## src/rtl/ex_stage_if.sv

```systemverilog
// ex_stage_if -- bundle of the ID/EX inputs and EX/WB outputs of the execute stage.
//   master: upstream side, drives the instruction fields and observes the results.
//   slave : the execute stage itself.
//   aluSig_in[2:0] opcode, WB_in write-back enable, R1_in/R2_in[7:0] operands,
//   rd_in[4:0] destination; result_out[7:0], WB_out, rd_out[4:0], zero_out, stall.
interface ex_stage_if;
    logic [2:0] aluSig_in;
    logic       WB_in;
    logic [7:0] R1_in;
    logic [7:0] R2_in;
    logic [4:0] rd_in;
    logic [7:0] result_out;
    logic       WB_out;
    logic [4:0] rd_out;
    logic       zero_out;
    logic       stall;

    modport master (
        output aluSig_in, WB_in, R1_in, R2_in, rd_in,
        input  result_out, WB_out, rd_out, zero_out, stall
    );

    modport slave (
        input  aluSig_in, WB_in, R1_in, R2_in, rd_in,
        output result_out, WB_out, rd_out, zero_out, stall
    );
endinterface

```

## src/rtl/ex_stage.sv

```systemverilog
// ex_stage -- pipeline execute stage with EX/WB output register.
//   Single-cycle ALU ops (ADD, SUB, AND, OR, XOR, SLT, SLL) register their
//   result one edge after capture. MUL (opcode 111) runs an 8-step shift-add
//   multiplier, holding stall high for the 8 cycles it occupies the stage.
// Ports:
//   clk  - clock, all state updates on the rising edge
//   rst  - synchronous active-high reset
//   bus  - ex_stage_if.slave carrying instruction inputs and registered outputs
module ex_stage (
    input  logic        clk,
    input  logic        rst,
    ex_stage_if.slave   bus
);
    localparam logic [0:0] ST_IDLE = 1'b0;
    localparam logic [0:0] ST_MUL  = 1'b1;
    localparam logic [2:0] OP_MUL  = 3'b111;

    logic [0:0] state_reg;
    logic [2:0] cnt_reg;
    logic [7:0] acc_reg;
    logic [7:0] mcand_reg;
    logic [7:0] mplier_reg;
    logic       wb_lat_reg;
    logic [4:0] rd_lat_reg;
    logic [7:0] result_reg;
    logic       wb_reg;
    logic [4:0] rd_reg;
    logic       zero_reg;

    logic [7:0] alu_next;
    logic [7:0] addend;
    logic [7:0] acc_next;

    // Single-cycle ALU. Opcode 111 is handled by the sequencer; its value here is unused.
    always_comb begin
        alu_next = 8'h00;
        case (bus.aluSig_in)
            3'b000:  alu_next = bus.R1_in + bus.R2_in;
            3'b001:  alu_next = bus.R1_in - bus.R2_in;
            3'b010:  alu_next = bus.R1_in & bus.R2_in;
            3'b011:  alu_next = bus.R1_in | bus.R2_in;
            3'b100:  alu_next = bus.R1_in ^ bus.R2_in;
            3'b101:  alu_next = {7'd0, ($signed(bus.R1_in) < $signed(bus.R2_in))};
            3'b110:  alu_next = bus.R1_in << bus.R2_in[2:0];
            default: alu_next = 8'h00;
        endcase
    end

    // Partial product for this step: multiplicand gated by the multiplier LSB.
    generate
        for (genvar gi = 0; gi < 8; gi++) begin : g_addend
            assign addend[gi] = mcand_reg[gi] & mplier_reg[0];
        end
    endgenerate

    // Only the low 8 bits of the product are kept, so overflow falls off here.
    assign acc_next = acc_reg + addend;

    always_ff @(posedge clk) begin
        if (rst) begin
            state_reg  <= ST_IDLE;
            cnt_reg    <= 3'd0;
            acc_reg    <= 8'h00;
            mcand_reg  <= 8'h00;
            mplier_reg <= 8'h00;
            wb_lat_reg <= 1'b0;
            rd_lat_reg <= 5'd0;
            result_reg <= 8'h00;
            wb_reg     <= 1'b0;
            rd_reg     <= 5'd0;
            zero_reg   <= 1'b0;
        end else begin
            case (state_reg)
                ST_IDLE: begin
                    if (bus.aluSig_in == OP_MUL) begin
                        // Capture edge: latch the instruction and emit a bubble.
                        mcand_reg  <= bus.R1_in;
                        mplier_reg <= bus.R2_in;
                        wb_lat_reg <= bus.WB_in;
                        rd_lat_reg <= bus.rd_in;
                        cnt_reg    <= 3'd0;
                        acc_reg    <= 8'h00;
                        wb_reg     <= 1'b0;
                        state_reg  <= ST_MUL;
                    end else begin
                        result_reg <= alu_next;
                        wb_reg     <= bus.WB_in;
                        rd_reg     <= bus.rd_in;
                        zero_reg   <= (alu_next == 8'h00);
                    end
                end
                default: begin
                    acc_reg    <= acc_next;
                    mcand_reg  <= mcand_reg << 1;
                    mplier_reg <= mplier_reg >> 1;
                    cnt_reg    <= cnt_reg + 3'd1;
                    // Counter reads 7 on the eighth step; write back and release the stall.
                    if (cnt_reg == 3'd7) begin
                        result_reg <= acc_next;
                        zero_reg   <= (acc_next == 8'h00);
                        wb_reg     <= wb_lat_reg;
                        rd_reg     <= rd_lat_reg;
                        state_reg  <= ST_IDLE;
                    end
                end
            endcase
        end
    end

    assign bus.result_out = result_reg;
    assign bus.WB_out     = wb_reg;
    assign bus.rd_out     = rd_reg;
    assign bus.zero_out   = zero_reg;
    assign bus.stall      = (state_reg == ST_MUL);
endmodule

```

## src/flat_wrapper.sv

```systemverilog
// flat-port wrapper written by rule: the top's interface ports become plain ports
module ex_stage_flat 
  (clk, rst, bus_aluSig_in, bus_WB_in, bus_R1_in, bus_R2_in, bus_rd_in, bus_result_out, bus_WB_out, bus_rd_out, bus_zero_out, bus_stall);
  ex_stage_if bus_i ();
  input  logic clk;
  input  logic rst;
  input wire logic [$bits(bus_i.aluSig_in)-1:0] bus_aluSig_in;
  input wire logic [$bits(bus_i.WB_in)-1:0] bus_WB_in;
  input wire logic [$bits(bus_i.R1_in)-1:0] bus_R1_in;
  input wire logic [$bits(bus_i.R2_in)-1:0] bus_R2_in;
  input wire logic [$bits(bus_i.rd_in)-1:0] bus_rd_in;
  output wire logic [$bits(bus_i.result_out)-1:0] bus_result_out;
  output wire logic [$bits(bus_i.WB_out)-1:0] bus_WB_out;
  output wire logic [$bits(bus_i.rd_out)-1:0] bus_rd_out;
  output wire logic [$bits(bus_i.zero_out)-1:0] bus_zero_out;
  output wire logic [$bits(bus_i.stall)-1:0] bus_stall;
  assign bus_i.aluSig_in = bus_aluSig_in;
  assign bus_i.WB_in = bus_WB_in;
  assign bus_i.R1_in = bus_R1_in;
  assign bus_i.R2_in = bus_R2_in;
  assign bus_i.rd_in = bus_rd_in;
  assign bus_result_out = bus_i.result_out;
  assign bus_WB_out = bus_i.WB_out;
  assign bus_rd_out = bus_i.rd_out;
  assign bus_zero_out = bus_i.zero_out;
  assign bus_stall = bus_i.stall;
  ex_stage u_core (.clk(clk), .rst(rst), .bus(bus_i));
endmodule
```

## config.mk

```make
export PLATFORM = sky130hd
export DESIGN_NAME = ex_stage_flat
export DESIGN_NICKNAME = d
export VERILOG_FILES = /design/src/rtl/ex_stage_if.sv /design/src/rtl/ex_stage.sv /design/src/flat_wrapper.sv
export SDC_FILE = /design/constraint.sdc
export NUM_CORES = 1
export LEC_CHECK = 0
export ABC_AREA = 1
export BUFFER_PORTS_ARGS = -buffer_cell sky130_fd_sc_hd__buf_2
export CORE_UTILIZATION = 53
export DETAILED_ROUTE_END_ITERATION = 12
export PLACE_DENSITY = 0.8
export SLEW_MARGIN = 20
export SYNTH_ARGS = -nofsm -noshare
export SYNTH_HDL_FRONTEND = slang
export SYNTH_SLANG_ARGS = --single-unit
```

## constraint.sdc

```tcl
create_clock -name clk -period 3.6 [get_ports clk]
set_input_delay 0.72 -clock clk [delete_from_list [all_inputs] [get_ports clk]]
set_output_delay 0.72 -clock clk [all_outputs]
set_load 0.05 [all_outputs]
```

Word level (Yosys, flattened, before mapping)
Index checks and enable logic that the tools add are counted.
{ "classes": {"shifts": 1, "n_reduce_logical": 7, "muxes": 24, "n_bitwise": 12, "n_eq_ne": 10, "n_lt_le_gt_ge": 1, "n_addsub": 4} }
{ "ops": {"columns": ["op", "count"], "rows": [
  ["two-way mux 8 bit", 7],
  ["one-hot mux 8 bit (7 select lines)", 1],
  ["adder 8 bit", 2],
  ["zero test 8 bit", 2],
  ["== test 3 bit (second input constant)", 5],
  ["two-way mux 5 bit", 3],
  ["two-way mux 7 bit", 2],
  ["two-way mux 1 bit", 9],
  ["bitwise AND 1 bit", 8],
  ["bitwise AND 8 bit", 1],
  ["less-than comparator 8 bit", 1],
  ["bitwise OR 8 bit", 1],
  ["<< shifter 8 x 3 -> 8 bit", 1],
  ["subtractor 8 bit", 1],
  ["XOR 8 bit", 1],
  ["== test 3 x 2 -> 1 bit (second input constant)", 2],
  ["two-way mux 3 bit", 2],
  ["AND reduction 2 bit", 2],
  ["adder 3 x 1 -> 3 bit (second input constant)", 1],
  ["== test 3 x 1 -> 1 bit (second input constant)", 1],
  ["zero test 3 bit", 1],
  ["inequality test 2 x 1 -> 1 bit (second input constant)", 1],
  ["inequality test 2 bit (second input constant)", 1],
  ["nonzero test 2 bit", 1],
  ["2 further kinds", 2]
]} }
{ "totals": {"ff_bits": 49, "output_inout_bits": 16, "elab_cells": 72, "inputBits": 27} }

Logic depth before layout (Yosys ltp)
{ "logic_depth": {"word_depth": 5, "mapped_depth": 17, "ltp_nobuf": 17} }

Worst setup path after synthesis
Ideal clock, no wire load.
{ "synth_timing": {"kind": "input port to flip-flop", "start": "input bus_R2_in[1]", "end": "register u_core.zero_reg (netlist: u_core.bus.zero_out)", "t_required_ns": 3.491, "t_arrival_ns": 2.299, "setup_time_ns": 0.109, "setup_slack_ns": 1.192, "path_buffers": 1, "path_stages": 15, "cell_sequence": "buf_4 clkinv_1 fa_1 nand2_1 nand2_1 nand3_1 nor2_1 o21ai_0 nand2_1 nand2_1 nor2_1 nand3_1 nand3_1 nand2_1 inv_1"} }
{ "synth_between": {"elab_chain_len": 5, "word_cells_on_any_way": 11, "cone_classes": "add/sub (2); order compare (1); shift (1); mux (3); bitwise (3); reduce/logical (1)"} }
{ "synth_lines": {"columns": ["item", "line", "text"], "rows": [
  ["start, declared", "flat_wrapper.sv:10", "input wire logic [$bits(bus_i.R2_in)-1:0] bus_R2_in;"],
  ["subtractor 8 bit, or another cell as far along", "ex_stage.sv:39", "3'b001: alu_next = bus.R1_in - bus.R2_in;"],
  ["one-hot mux 8 bit (7 select lines) *", "ex_stage.sv:37", "case (bus.aluSig_in)"],
  ["zero test 8 bit *", "ex_stage.sv:89", "zero_reg <= (alu_next == 8'h00);"],
  ["two-way mux 1 bit *", "ex_stage.sv:75", "if (bus.aluSig_in == OP_MUL) begin"],
  ["two-way mux 1 bit *", "ex_stage.sv:73", "case (state_reg)"],
  ["end signal, assigned", "ex_stage.sv:89", null],
  ["end signal, assigned", "ex_stage.sv:100", "zero_reg <= (acc_next == 8'h00);"],
  ["end, declared", "ex_stage.sv:28", "logic zero_reg;"]
]} }
Every way passes the cells marked *; elsewhere a longest branch is shown, timed or not. The select of a mux whose other input is x is not followed.
A chain may end at the register's enable or synchronous reset.

Final worst setup path
Same ends and word-level chain as after synthesis.

==> impl_metrics.py <==
metrics = {
    "outcome": {
        "status": "complete, no violations",
    },
    "worst_setup_path": {
        "crit_start": "bus_R2_in[1]",
        "crit_type": "input port to flip-flop",
        "critPathMaxFanout": 11,
        "max_stage_delay_ns": 0.54,
        "rr_startpoint": "u_core.mplier_reg[0]$_SDFFE_PP0P_",
        "cpMaxStageDelayCell": "fa_1",
        "crit_required_ns": 3.86,
        "crit_chain": "buf_2 > clkinv_1 > fa_1 > inv_1 > nand2_1 > nand2_1 > nor2_1 > nor2_1 > nand3_1 > nor2_1 > nand2_1 > nor2_1 > nand3_1 > nand3_1 > nand2_1 > inv_1",
        "critPathArrivalTime_ns": 2.83,
        "cp-end-kind": "flip-flop",
        "start_kind": "input port",
    },
    "clocking": {
        "cts_resized": 0,
        "clk-insertion-delay-late_ns": 0.31,
        "htreeDepth": 2,
        "cts_inserted_buffers": 5,
        "clock-root-buffer": "clkbuf_8",
        "hold_buffers": 0,
        "clk_pin_slew_ns": 0.09,
        "postCtsSetupBuffers": 0,
        "clkSinkCount": 49,
        "cts_tree": "built",
        "clockBufferDepth": 2,
    },
    "hold_path": {
        "holdCritPathClass": "flip-flop to flip-flop",
        "min_from": "u_core.rd_lat_reg[3]$_SDFFE_PP0P_",
    },
    "power": {
        "totalPowerFinal_mw": 1.40,
        "cellLeakagePower_nw": 2.27,
        "ir_drop_v": 0.000290,
        "powerDensity_nw_per_um2": 331,
    },
    "logic_synthesis": {
        "synthCells": 631,
        "syn_area_um2": 3870,
        "synth_ff_type": "dfxtp_1",
        "avgSynthCellArea_um2": 6.14,
        "synth_area_leaders": "dfxtp_1, nand2_1, ha_1",
        "synth_seq_cells": 49,
        "synth.net_count": 697,
        "synthArstFlopShare_pct": 0,
        "yosysSeqAreaShare_pct": 25.3,
        "synth.distinct_cells": 28,
        "yosys.area.top_type": "dfxtp_1",
        "yosys_warnings": 0,
        "yosys.area.top_type_share_pct": 25.3,
        "synth-edff-count": 0,
    },
    "floorplan": {
        "coreArea_um2": 6940,
        "die_height_um": 87.5,
        "ios": 43,
        "die_width_um": 87.5,
        "rows": 30,
        "die-area_um2": 7650,
        "initial_core_util_pct": 55.8,
    },
    "global_route": {
        "first_global_vias": 3764,
        "grt_pass1_wl_um": 18300,
        "antenna_found_initial": 0,
        "grt_usage_pct": 31.1,
        "overflow": 0,
        "grt_max_degree": 32,
    },
    "place": {
        "place_area_um2": 4120,
        "dp.cells": 749,
        "dp_slack_ns": 0.748,
        "gp_congestion": 0.965,
        "dpl.hpwl_um": 8620,
        "port_buffers": 42,
    },
    "layout": {
        "finish.instance_area_um2": 4230,
        "synthToLayoutAreaGrowth_pct": 9.17,
        "final_layout_size_suffix_gt1_share_pct": 9.70,
        "layout.nets": 726,
        "finalNonFillerCells": 756,
        "final_util_pct": 60.9,
        "regArea_um2": 981,
        "multi_input_area_um2": 2480,
        "n_fill_cell": 686,
        "num_antenna_cells": 0,
    },
    "sta": {
        "drv_slew": 0,
        "setup_tns_ns": 0,
        "setup_slack_ns": 1.03,
        "finalHoldViolCount": 0,
        "fin_crit_sh_pct": 71.4,
        "rsz0062_at_grt": "no",
        "skew_ns": 0.0105,
        "worst_pin_slew_ns": 0.605,
        "max_freq_ghz": 0.389,
        "max-slew-margin-rel_pct": 59.7,
        "period_needed_ns": 2.57,
        "holdWs_ns": 0.467,
        "setup_viol": 0,
    },
    "route": {
        "drc": 0,
        "routed_via_density": 5.51,
        "dr.pass1.iters": 5,
        "wl_um": 11300,
        "ant_nets": 0,
        "drt_iter0_markers": 285,
        "via_count": 4166,
        "routedWlPerCell_um": 14.9,
    },
    "flow_run": {
        "drv_cap": 0,
    },
}
-- cells in the mapped netlist, types with 2 or more instances --
library cell  count
xor2_1            6
a31oi_1          19
nor4_1            2
buf_4             2
or2_0             3
dfxtp_1          49
inv_1            74
nand4_1          10
o21ai_0          22
nor2_2            3
a22oi_1           4
buf_2            12
or2_2             4
ha_1             36
inv_2             4
nand2_1         201
a21oi_1          31
nor2_1           62
fa_1              3
nand3_1          67
clkbuf_1         10
-- layout make-up --
class | instances | share of cell area, %
repair buffers | 46 | 5.68
well taps | 96 | 2.84
inverters | 79 | 7.01
clock buffers | 5 | 1.63
multi-input cells | 479 | 58.7
clock inverters | 2 | 0.917
flip-flops and latches | 49 | 23.2
-- worst max-delay path, delay by kind of cell --
family,cells,cell delay [ns]
adder cells (fa/ha/maj),1,0.54
buffers and inverters,4,0.67
AND/OR/NAND/NOR,11,0.89
-- cell families (layout without fill, tap and decap cells) --
logic type      after synthesis  in the layout  share of synthesized area (%)
flops                        49             49                           25.3
buf+inv                     103            132                           10.6
fa+ha+maj                    39             39                           13.2
xor+xnor                      7              7                           1.58
compound gates               80             80                           11.5
simple gates                353            353                           37.8
-- layer usage --
metal / track usage [%] / share of wire (%) / up-vias
met1: 43.1 / 46 / 1921
met5: 0 / 0 / -
met4: 8.64 / 1.3 / 0
li1: - / - / 2074
met3: 6.64 / 8.0 / 10
met2: 48.5 / 44 / 161
-- cells in the final DEF, fill, tap and decap left out --
master and instances:
nor2_1 62, inv_1 74, or2_0 3, fa_1 3
bufinv_16 1, inv_6 1, a22oi_1 4, o21ai_0 22
xor2_1 6, nand2_1 201, a21oi_1 31, buf_4 4
clkinv_1 1, buf_2 42, xnor2_1 1, nor3_1 1
a21o_1 1, or2_2 4, nand3_1 67, dfxtp_1 49
inv_2 4, nand4_1 10, o211ai_1 1, nor4_1 2
a32o_1 1, nor2_2 3, clkbuf_8 5, a31oi_1 19
o21bai_1 1, ha_1 36
-- final timing paths --
| check | to | slack [ns] | depth (start not counted) |
|---|---|---|---|
| hold reg to reg | u_core.rd_lat_reg[3]$_SDFFE_PP0P_ | 0.47 | 2 |
| setup reg to reg | u_core.bus.zero_out$_SDFFE_PP0P_ | 1.23 | 11 |
| setup / recovery | u_core.bus.zero_out$_SDFFE_PP0P_ | 1.03 | 16 |
| hold / removal | u_core.rd_lat_reg[3]$_SDFFE_PP0P_ | 0.47 | 2 |
-- where the power goes --
part	internal, mW	switching, mW	leakage (nW)	total, mW
Combinational	0.117	0.301	1.81	0.417
Sequential	0.571	0.0166	0.400	0.587
Clock	0.206	0.189	0.0546	0.394
(Power assumes the default switching activity.)
